$ cat config.mk
export PLATFORM = sky130hd
export DESIGN_NAME = rsa_host_if
export DESIGN_NICKNAME = d
export VERILOG_FILES = /design/src/rtl/rsa_host_if.sv
export SDC_FILE = /design/constraint.sdc
export NUM_CORES = 1
export LEC_CHECK = 0
export CORE_MARGIN = 4
export CORE_UTILIZATION = 45
export DETAILED_ROUTE_END_ITERATION = 7
export PLACE_DENSITY = 0.81
export SLEW_MARGIN = 25
export SYNTH_ARGS = -nofsm -noshare
export SYNTH_HDL_FRONTEND = slang
export SYNTH_SLANG_ARGS = --single-unit
$ cat constraint.sdc
create_clock -name clk -period 2.9 [get_ports clk]
set_input_delay 0.58 -clock clk [delete_from_list [all_inputs] [get_ports clk]]
set_output_delay 0.58 -clock clk [all_outputs]
set_load 0.05 [all_outputs]
$ cat src/rtl/rsa_host_if.sv
// Framed UART host interface for the modular-exponentiation core: command decode, LSB-first
// operand load, key caching, answer serialisation. Optional frame timeout: RSA_HOST_IF_TIMEOUT_EN.
module rsa_host_if #(
   parameter int BITLEN         = 64,
   parameter int LOG_BITLEN     = 6,
   parameter int TIMEOUT_CYCLES = 125000
) (
   input  logic                  clk,
   input  logic                  rst,
   input  logic                  rx_valid,
   input  logic [7:0]            rx_byte,
   input  logic                  tx_busy,
   output logic                  tx_valid,
   output logic [7:0]            tx_byte,
   output logic [BITLEN-1:0]     msg,
   output logic [BITLEN-1:0]     e,
   output logic [BITLEN-1:0]     n,
   output logic [LOG_BITLEN-1:0] e_idx,
   output logic                  start,
   input  logic                  stop,
   input  logic [BITLEN-1:0]     ans,
   output logic                  busy,
   output logic                  drop
);

   localparam int                  NBYTES = BITLEN / 8;
   localparam logic [LOG_BITLEN-1:0] LAST = LOG_BITLEN'(NBYTES - 1);
   localparam logic [7:0]          CMD_FULL = 8'hA5;
   localparam logic [7:0]          CMD_MSG  = 8'h5A;
   localparam logic [7:0]          NAK      = 8'hEE;

   typedef enum logic [3:0] {
      IDLE, RX_M, RX_E, RX_N, START, WAIT, TX_PULSE, TX_HOLD, TX_WAIT
   } state_t;

   state_t                state;
   logic [LOG_BITLEN-1:0] cnt;
   logic [BITLEN-1:0]     sh;
   logic                  full;
   logic                  nak;
   logic                  key_valid;

`ifdef RSA_HOST_IF_TIMEOUT_EN
   localparam int TW = $clog2(TIMEOUT_CYCLES) + 1;
   logic [TW-1:0] to_cnt;
`endif

   function automatic logic [LOG_BITLEN-1:0] msb_idx(input logic [BITLEN-1:0] v);
      msb_idx = '0;
      for (int i = 0; i < BITLEN; i++)
         if (v[i]) msb_idx = LOG_BITLEN'(i);
   endfunction

   // NOTE: drop must answer in the same cycle as rx_valid, so it is decoded from the
   // current state rather than registered.
   assign drop = rx_valid && (state inside {START, WAIT, TX_PULSE, TX_HOLD, TX_WAIT});

   always_ff @(posedge clk) begin
      if (rst) begin
         state     <= IDLE;
         cnt       <= '0;
         sh        <= '0;
         full      <= 1'b0;
         nak       <= 1'b0;
         key_valid <= 1'b0;
         tx_valid  <= 1'b0;
         tx_byte   <= '0;
         msg       <= '0;
         e         <= '0;
         n         <= '0;
         e_idx     <= '0;
         start     <= 1'b0;
         busy      <= 1'b0;
`ifdef RSA_HOST_IF_TIMEOUT_EN
         to_cnt    <= '0;
`endif
      end else begin
         // NOTE: pulses default low here; the state that raises them overrides with a later <=.
         start    <= 1'b0;
         tx_valid <= 1'b0;
         case (state)
            IDLE: if (rx_valid) begin
               if (rx_byte == CMD_FULL || (rx_byte == CMD_MSG && key_valid)) begin
                  full  <= (rx_byte == CMD_FULL);
                  cnt   <= '0;
                  state <= RX_M;
               end else begin
                  nak   <= 1'b1;
                  sh    <= BITLEN'(NAK);
                  state <= TX_PULSE;
               end
            end
            RX_M: if (rx_valid) begin
               msg[{cnt, 3'b000} +: 8] <= rx_byte;
               cnt <= (cnt == LAST) ? '0 : cnt + 1'b1;
               if (cnt == LAST) begin
                  if (full) begin
                     state <= RX_E;
                  end else begin
                     start <= 1'b1;
                     busy  <= 1'b1;
                     state <= START;
                  end
               end
            end
            RX_E: if (rx_valid) begin
               e[{cnt, 3'b000} +: 8] <= rx_byte;
               cnt <= (cnt == LAST) ? '0 : cnt + 1'b1;
               if (cnt == LAST) state <= RX_N;
            end
            RX_N: if (rx_valid) begin
               n[{cnt, 3'b000} +: 8] <= rx_byte;
               cnt <= (cnt == LAST) ? '0 : cnt + 1'b1;
               if (cnt == LAST) begin
                  key_valid <= 1'b1;
                  e_idx     <= msb_idx(e);
                  start     <= 1'b1;
                  busy      <= 1'b1;
                  state     <= START;
               end
            end
            START: state <= WAIT;
            WAIT: if (stop) begin
               sh    <= ans;
               cnt   <= '0;
               nak   <= 1'b0;
               state <= TX_PULSE;
            end
            TX_PULSE: if (!tx_busy) begin
               tx_valid <= 1'b1;
               tx_byte  <= sh[7:0];
               state    <= TX_HOLD;
            end
            // The UART may need a cycle to raise tx_busy, so it is not consulted here.
            TX_HOLD: state <= TX_WAIT;
            TX_WAIT: if (!tx_busy) begin
               if (nak || cnt == LAST) begin
                  nak   <= 1'b0;
                  busy  <= 1'b0;
                  state <= IDLE;
               end else begin
                  sh    <= sh >> 8;
                  cnt   <= cnt + 1'b1;
                  state <= TX_PULSE;
               end
            end
            default: state <= IDLE;
         endcase

`ifdef RSA_HOST_IF_TIMEOUT_EN
         // Partial operand contents are left as written; only the frame is abandoned.
         if (state inside {RX_M, RX_E, RX_N}) begin
            if (rx_valid) begin
               to_cnt <= '0;
            end else if (to_cnt == TW'(TIMEOUT_CYCLES - 1)) begin
               to_cnt <= '0;
               nak    <= 1'b1;
               sh     <= BITLEN'(NAK);
               state  <= TX_PULSE;
               if (state != RX_M) key_valid <= 1'b0;
            end else begin
               to_cnt <= to_cnt + 1'b1;
            end
         end else begin
            to_cnt <= '0;
         end
`endif
      end
   end

endmodule

After elaboration in Yosys (flattened, before gate mapping) --
Cells that the tools add are included. Widths: inputs -> output; s select.
Cells by class: eq/ne operators 27, divide/modulo/power cells 0, bitwise operators 2, reductions and logical operators 22, multiplexer cells 113, add/subtract/negate cells 2, shift operators 2, order comparisons 0, multipliers 0
Operators by type and width (number):
- $mux 6 | 69
- $mux 64 | 5
- $bwmux 64 | 3
- $pmux 64 s3 | 1
- $shift 8x11->64 const A | 1
- $shiftx 8x11->64 | 1
- $mux 4 | 10
- $pmux 4 s9 | 1
- $ne 2x2->1 const B | 14
- $pmux 6 s4 | 1
- $mux 1 | 17
- $eq 4x3->1 const B | 4
- $reduce_and 6->1 | 2
- $neg 9->11 | 1
- $reduce_and 10->1 | 1
- $mux 3 | 3
- $eq 4x2->1 const B | 2
- $eq 8x7->1 const B | 1
- $eq 8x8->1 const B | 1
- $reduce_and 2->1 | 4
- $reduce_and 8->1 | 1
- $reduce_and 7->1 | 1
- $add 6x1->6 const B | 1
- $eq 6x3->1 const B | 1
- other kinds (15) | 22
Storage, ports and cells: memory bits (writable) 0, logic and storage cells 182, ROM bits 0, memories kept 0, register bits after elaboration 286, bits in latches 0

Logic depth before layout (Yosys ltp) --
depth in word-level cells 63, mapped depth 11, gate-level depth less buffers 8

Least setup slack after synthesis --
No wires, ideal clock.
kind register to output, start register state[3], end output port drop, arrival time 2.043 ns, data required time 2.320 ns, slack 0.277 ns, stages on the path, launching flop included 5, cells stage by stage dfxtp_1 clkbuf_1 clkbuf_1 nand2_1 a21boi_0
Between the ends: word-level cells in the longest chain between the ends 3, elaborated cells on any way between the ends 7, classes of those cells 5 x eq/ne; 2 x reduce/logical
RTL lines:
- start: declaration | RTL line 36 | state_t state;
- start signal: assignment | RTL line 60 | state <= IDLE;
- start signal: assignment | RTL line 86 | state <= RX_M;
- start signal: assignment | RTL line 90 | state <= TX_PULSE;
- $eq 4x3->1 or $eq 4x4->1 (tied branches) | RTL line 56 | assign drop = rx_valid && (state inside {START, WAIT, TX_PULSE, TX_HOLD, TX_WAIT});
- $reduce_bool 5->1 * | RTL line 56
- $logic_and 1x1->1 * | RTL line 56
- end: declaration | RTL line 23 | output logic drop
Mark *: on every way between the ends. The rest lies on a longest branch, timed or not.

Worst setup path after layout --
start register cnt[0], end register n[34]
Between the ends: word-level cells in the longest chain between the ends 3, elaborated cells on any way between the ends 4, classes of those cells 1 x add/sub; 2 x shift; 1 x mux
RTL lines:
- start: declaration | RTL line 37 | logic [LOG_BITLEN-1:0] cnt;
- start signal: assignment | RTL line 95 | cnt <= (cnt == LAST) ? '0 : cnt + 1'b1;
- start signal: assignment | RTL line 108 | cnt <= (cnt == LAST) ? '0 : cnt + 1'b1;
- start signal: assignment | RTL line 113 | cnt <= (cnt == LAST) ? '0 : cnt + 1'b1;
- $neg 9->11 * | RTL line 112 | n[{cnt, 3'b000} +: 8] <= rx_byte;
- $shiftx 8x11->64 or $shift 8x11->64 (tied branches) | RTL line 112
- $bwmux 64 * | RTL line 112
- end signal: indexed assignment | RTL line 112
- end: declaration | RTL line 17 | output logic [BITLEN-1:0] n,
Marks and branches as above. A chain may end at the register's enable or synchronous reset.

==> summary.md <==
| Metric | Value |
|---|---|
| CTS buffer count | `30` |
| Post-synthesis compound-gate area fraction | `0.181` |
| Fin crit share | `0.948` |
| First-pass GRT wire length | `59,900 um` |
| Synth Area in XOR/XNOR | `0.00205` |
| Post-synthesis mux area share | `0.0559` |
| Syn_nets | `1,437` |
| R2r setup slk | `0.15 ns` |
| Setup CP Type | `reg -> reg` |
| Die Wd | `roughly 170 um` |
| CTS Hold Buffers Added | `0` |
| Clock root buffer | `clkbuf_16` |
| Setup-failing EPs final | `0` |
| Antenna violations before repair | `0` |
| Commonest non-fill, non-tap cell in the layout | `dfxtp_1` |
| Status | `complete, no violations` |
| Synth Instances | `1,358` |
| Share of cells above drive strength 1 | `0.0744` |
| Die height | `approximately 170 um` |
| Routability Congestion | `0.906` |
| Hold WC Path Type | `in -> reg` |
| Worst-skew pair later-pin latency | `approximately 0.55 ns` |
| Startpoint Class | `register` |
| Final Hold Vio Count | `0` |
| ANT nets after route | `0` |
| Post-synthesis adder-cell area fraction | `0.00205` |
| DP Area | `around 0.015 mm2` |
| Leakage | `between 5 and 6 nW` |
| H-Tree Depth | `1` |
| Syn avg cell area | `around 9.0 um2` |
| IR drop worst, VDD | `~0.45 mV` |
| FF-to-FF path depth | `8` |
| Fillers | `approximately 2,200` |
| Critical path arrival | `around 3.2 ns` |
| Synth Warn # | `0` |
| RSZ-0062 raised after global routing | `true` |
| Cell variety after synth | `64` |
| WP buf/inv | `1` |
| Ys async rst share | `0` |
| DR iter-0 viols | `between 1,000 and 1,500` |
| Initial core utilization | `0.455` |
| DR vias | `11,507` |
| Endpoint class of the critical path | `register` |
| Initial DRT Pass Iterations | `6` |
| Fin Setup TNS | `0 ns` |
| Critical Path Max Stage Delay | `roughly 0.47 ns` |
| Sequential area share after synthesis | `0.469` |
| Fin util | `0.616` |
| Pin count of the biggest net entering global routing | `84` |
| Slew HR | `0.461` |
| Routed wire length | `around 39,000 um` |
| CP startpoint | `cnt[0]` |
| Top delay family on crit path | `simple AND/OR/NAND/NOR gates` |
| WP depth | `8` |
| Netlist Area Pre-Place | `around 0.012 mm2` |
| FF+latch count, synth | `approximately 290` |
| HPWL Detailed | `27,400 um` |
| DR DRC count | `0` |
| Slew Viols, Final | `0` |
| WL per Instance | `approximately 20 um` |
| Fmax | `0.364 GHz` |
| CP endpoint | `n[34]` |
| Setup Skew | `between 0.01 and 0.015 ns` |
| Row cnt | `60` |
| GRT Total Usage | `0.241` |
| Antenna cell count | `0` |
| EDFF count, synth | `0` |
| Power Dens Cells | `646 mW/mm2` |
| Simple-gate share of the synthesized area | `0.251` |
| Grt total ovfl | `0` |
| CP max-delay cell | `dfxtp_1` |
| CTS tree | `done` |
| Number of buffers added on ports | `between 200 and 300` |
| Final #Nets | `about 1,700` |
| Main combinational cell family by area after synthesis | `simple AND/OR/NAND/NOR gates` |
| CTS Sinks | `~290` |
| Crit path max fanout | `16` |
| Clock slew at reported path FFs | `roughly 0.06 ns` |
| Min cycle time layout | `around 2.8 ns` |
| Core Region | `around 0.027 mm2` |
| Area Overhead vs Synth | `35.4%` |
| MaxCap Viol Count | `0` |
| Worst-path cell chain | `inv_1 > ha_1 > or4_1 > a22o_1 > nor4_4 > nand2_1 > nand3b_1 > o21ai_0` |
| Post-route cell area | `around 0.017 mm2` |
| Reg-to-reg startpoint | `cnt[0]` |
| Die Area | `roughly 0.030 mm2` |
| Vias in the first global route | `roughly 11,000` |
| Most frequent cells in the layout | `dfxtp_1, clkdlybuf4s50_1, o21ai_0, nor2_1, nand3b_1` |
| Io pins | `287` |
| FF-to-FF End | `n[34]` |
| Clock Tree Buf Depth | `3` |
| Synth Flop Type | `dfxtp_1` |
| Vias per cell | `~5.8` |
| Required time worst endpoint | `about 3.3 ns` |
| Worst-Margin Slew | `0.809 ns` |
[metal layers]
metal | track usage | share of wire | vias up | wire, um
li1 | - | - | 5430 | -
met1 | 0.315 | 0.42 | 5435 | 16200
met2 | 0.401 | 0.46 | 559 | 17900
met3 | 0.0568 | 0.089 | 83 | 3460
met4 | 0.0738 | 0.031 | 0 | 1210
met5 | 0 | 0 | - | 0
[cell families after synthesis]
kind of cell / after synthesis
flops: 286
buf+inv: 117
xor+xnor: 2
compound gates: 352
mux: 68
simple gates: 531
fa+ha+maj: 2
[layout make-up]
| cell class | count | area, um2 | area share |
|---|---|---|---|
| Inverter | 18 | 67.6 | 0.00409 |
| Multi-Input combinational cell | 955 | 6060 | 0.367 |
| Sequential cell | 286 | 5730 | 0.347 |
| Timing Repair Buffer | 328 | 3230 | 0.195 |
| Tap cell | 341 | 427 | 0.0258 |
| Clock buffer | 49 | 953 | 0.0577 |
| Clock inverter | 4 | 55.1 | 0.00333 |
[synthesized netlist by cell type (all sizes together), types with 17 or more instances]
master | number | area (um2)
a211oi | 60 | 450
a21oi | 51 | 255
a22oi | 56 | 420
buf | 28 | 144
clkbuf | 71 | 267
dfxtp | 286 | 5730
inv | 18 | 67.6
mux2i | 67 | 671
nand2 | 93 | 349
nand2b | 64 | 400
nand3 | 27 | 135
nand3b | 123 | 948
nor2 | 139 | 622
nor3 | 17 | 111
o21ai | 137 | 686
[sequential cells by signal (all words and copies together), names as in the netlist]
signal and flops:
full 1, tx_valid 1, msg 64, e 64, tx_byte 8, nak 1
cnt 6, n 64, key_valid 1, state 4, sh 64, start 1
e_idx 6, busy 1
[report_power, final]
part	internal, W	leakage (nW)	switching, W
registers	0.00426	2.31	0.000234
clock network	0.00232	0.492	0.00156
logic	0.000928	2.82	0.00137
total	0.00750	5.63	0.00317
[worst min-delay path by stage]
stage,from,endpoint,cells after the start
after detailed placement,msg[3],msg[3],2
final,rst,cnt[1],2
after floorplan,key_valid,key_valid,2
after global placement,msg[6],msg[6],2
after global routing,rst,cnt[1],2
after CTS,rst,cnt[1],2
[through the flow]
step | hold slack (ns) | setup slack [ns] | total power [W] | std cells
2_1_floorplan | 0.433 | 0.277 | 0.00615 | 1358
3_3_place_gp | 0.439 | 0.0941 | 0.00677 | 1924
3_5_place_dp | 0.445 | -0.0503 | 0.00683 | 1924
4_1_cts | 0.403 | 0.0627 | 0.0107 | 1977
5_1_grt | 0.430 | -0.0395 | 0.0111 | 1981
6_report | 0.435 | 0.150 | 0.0107 | 1981
[what timing repair did]
action                                  CTS  global route
endpoints found under the setup margin    6            46
pin swaps                                 0             1
buffers inserted                          0             4
resized for setup                         1            10
No activity file was read; power rests on OpenSTA's default activity.
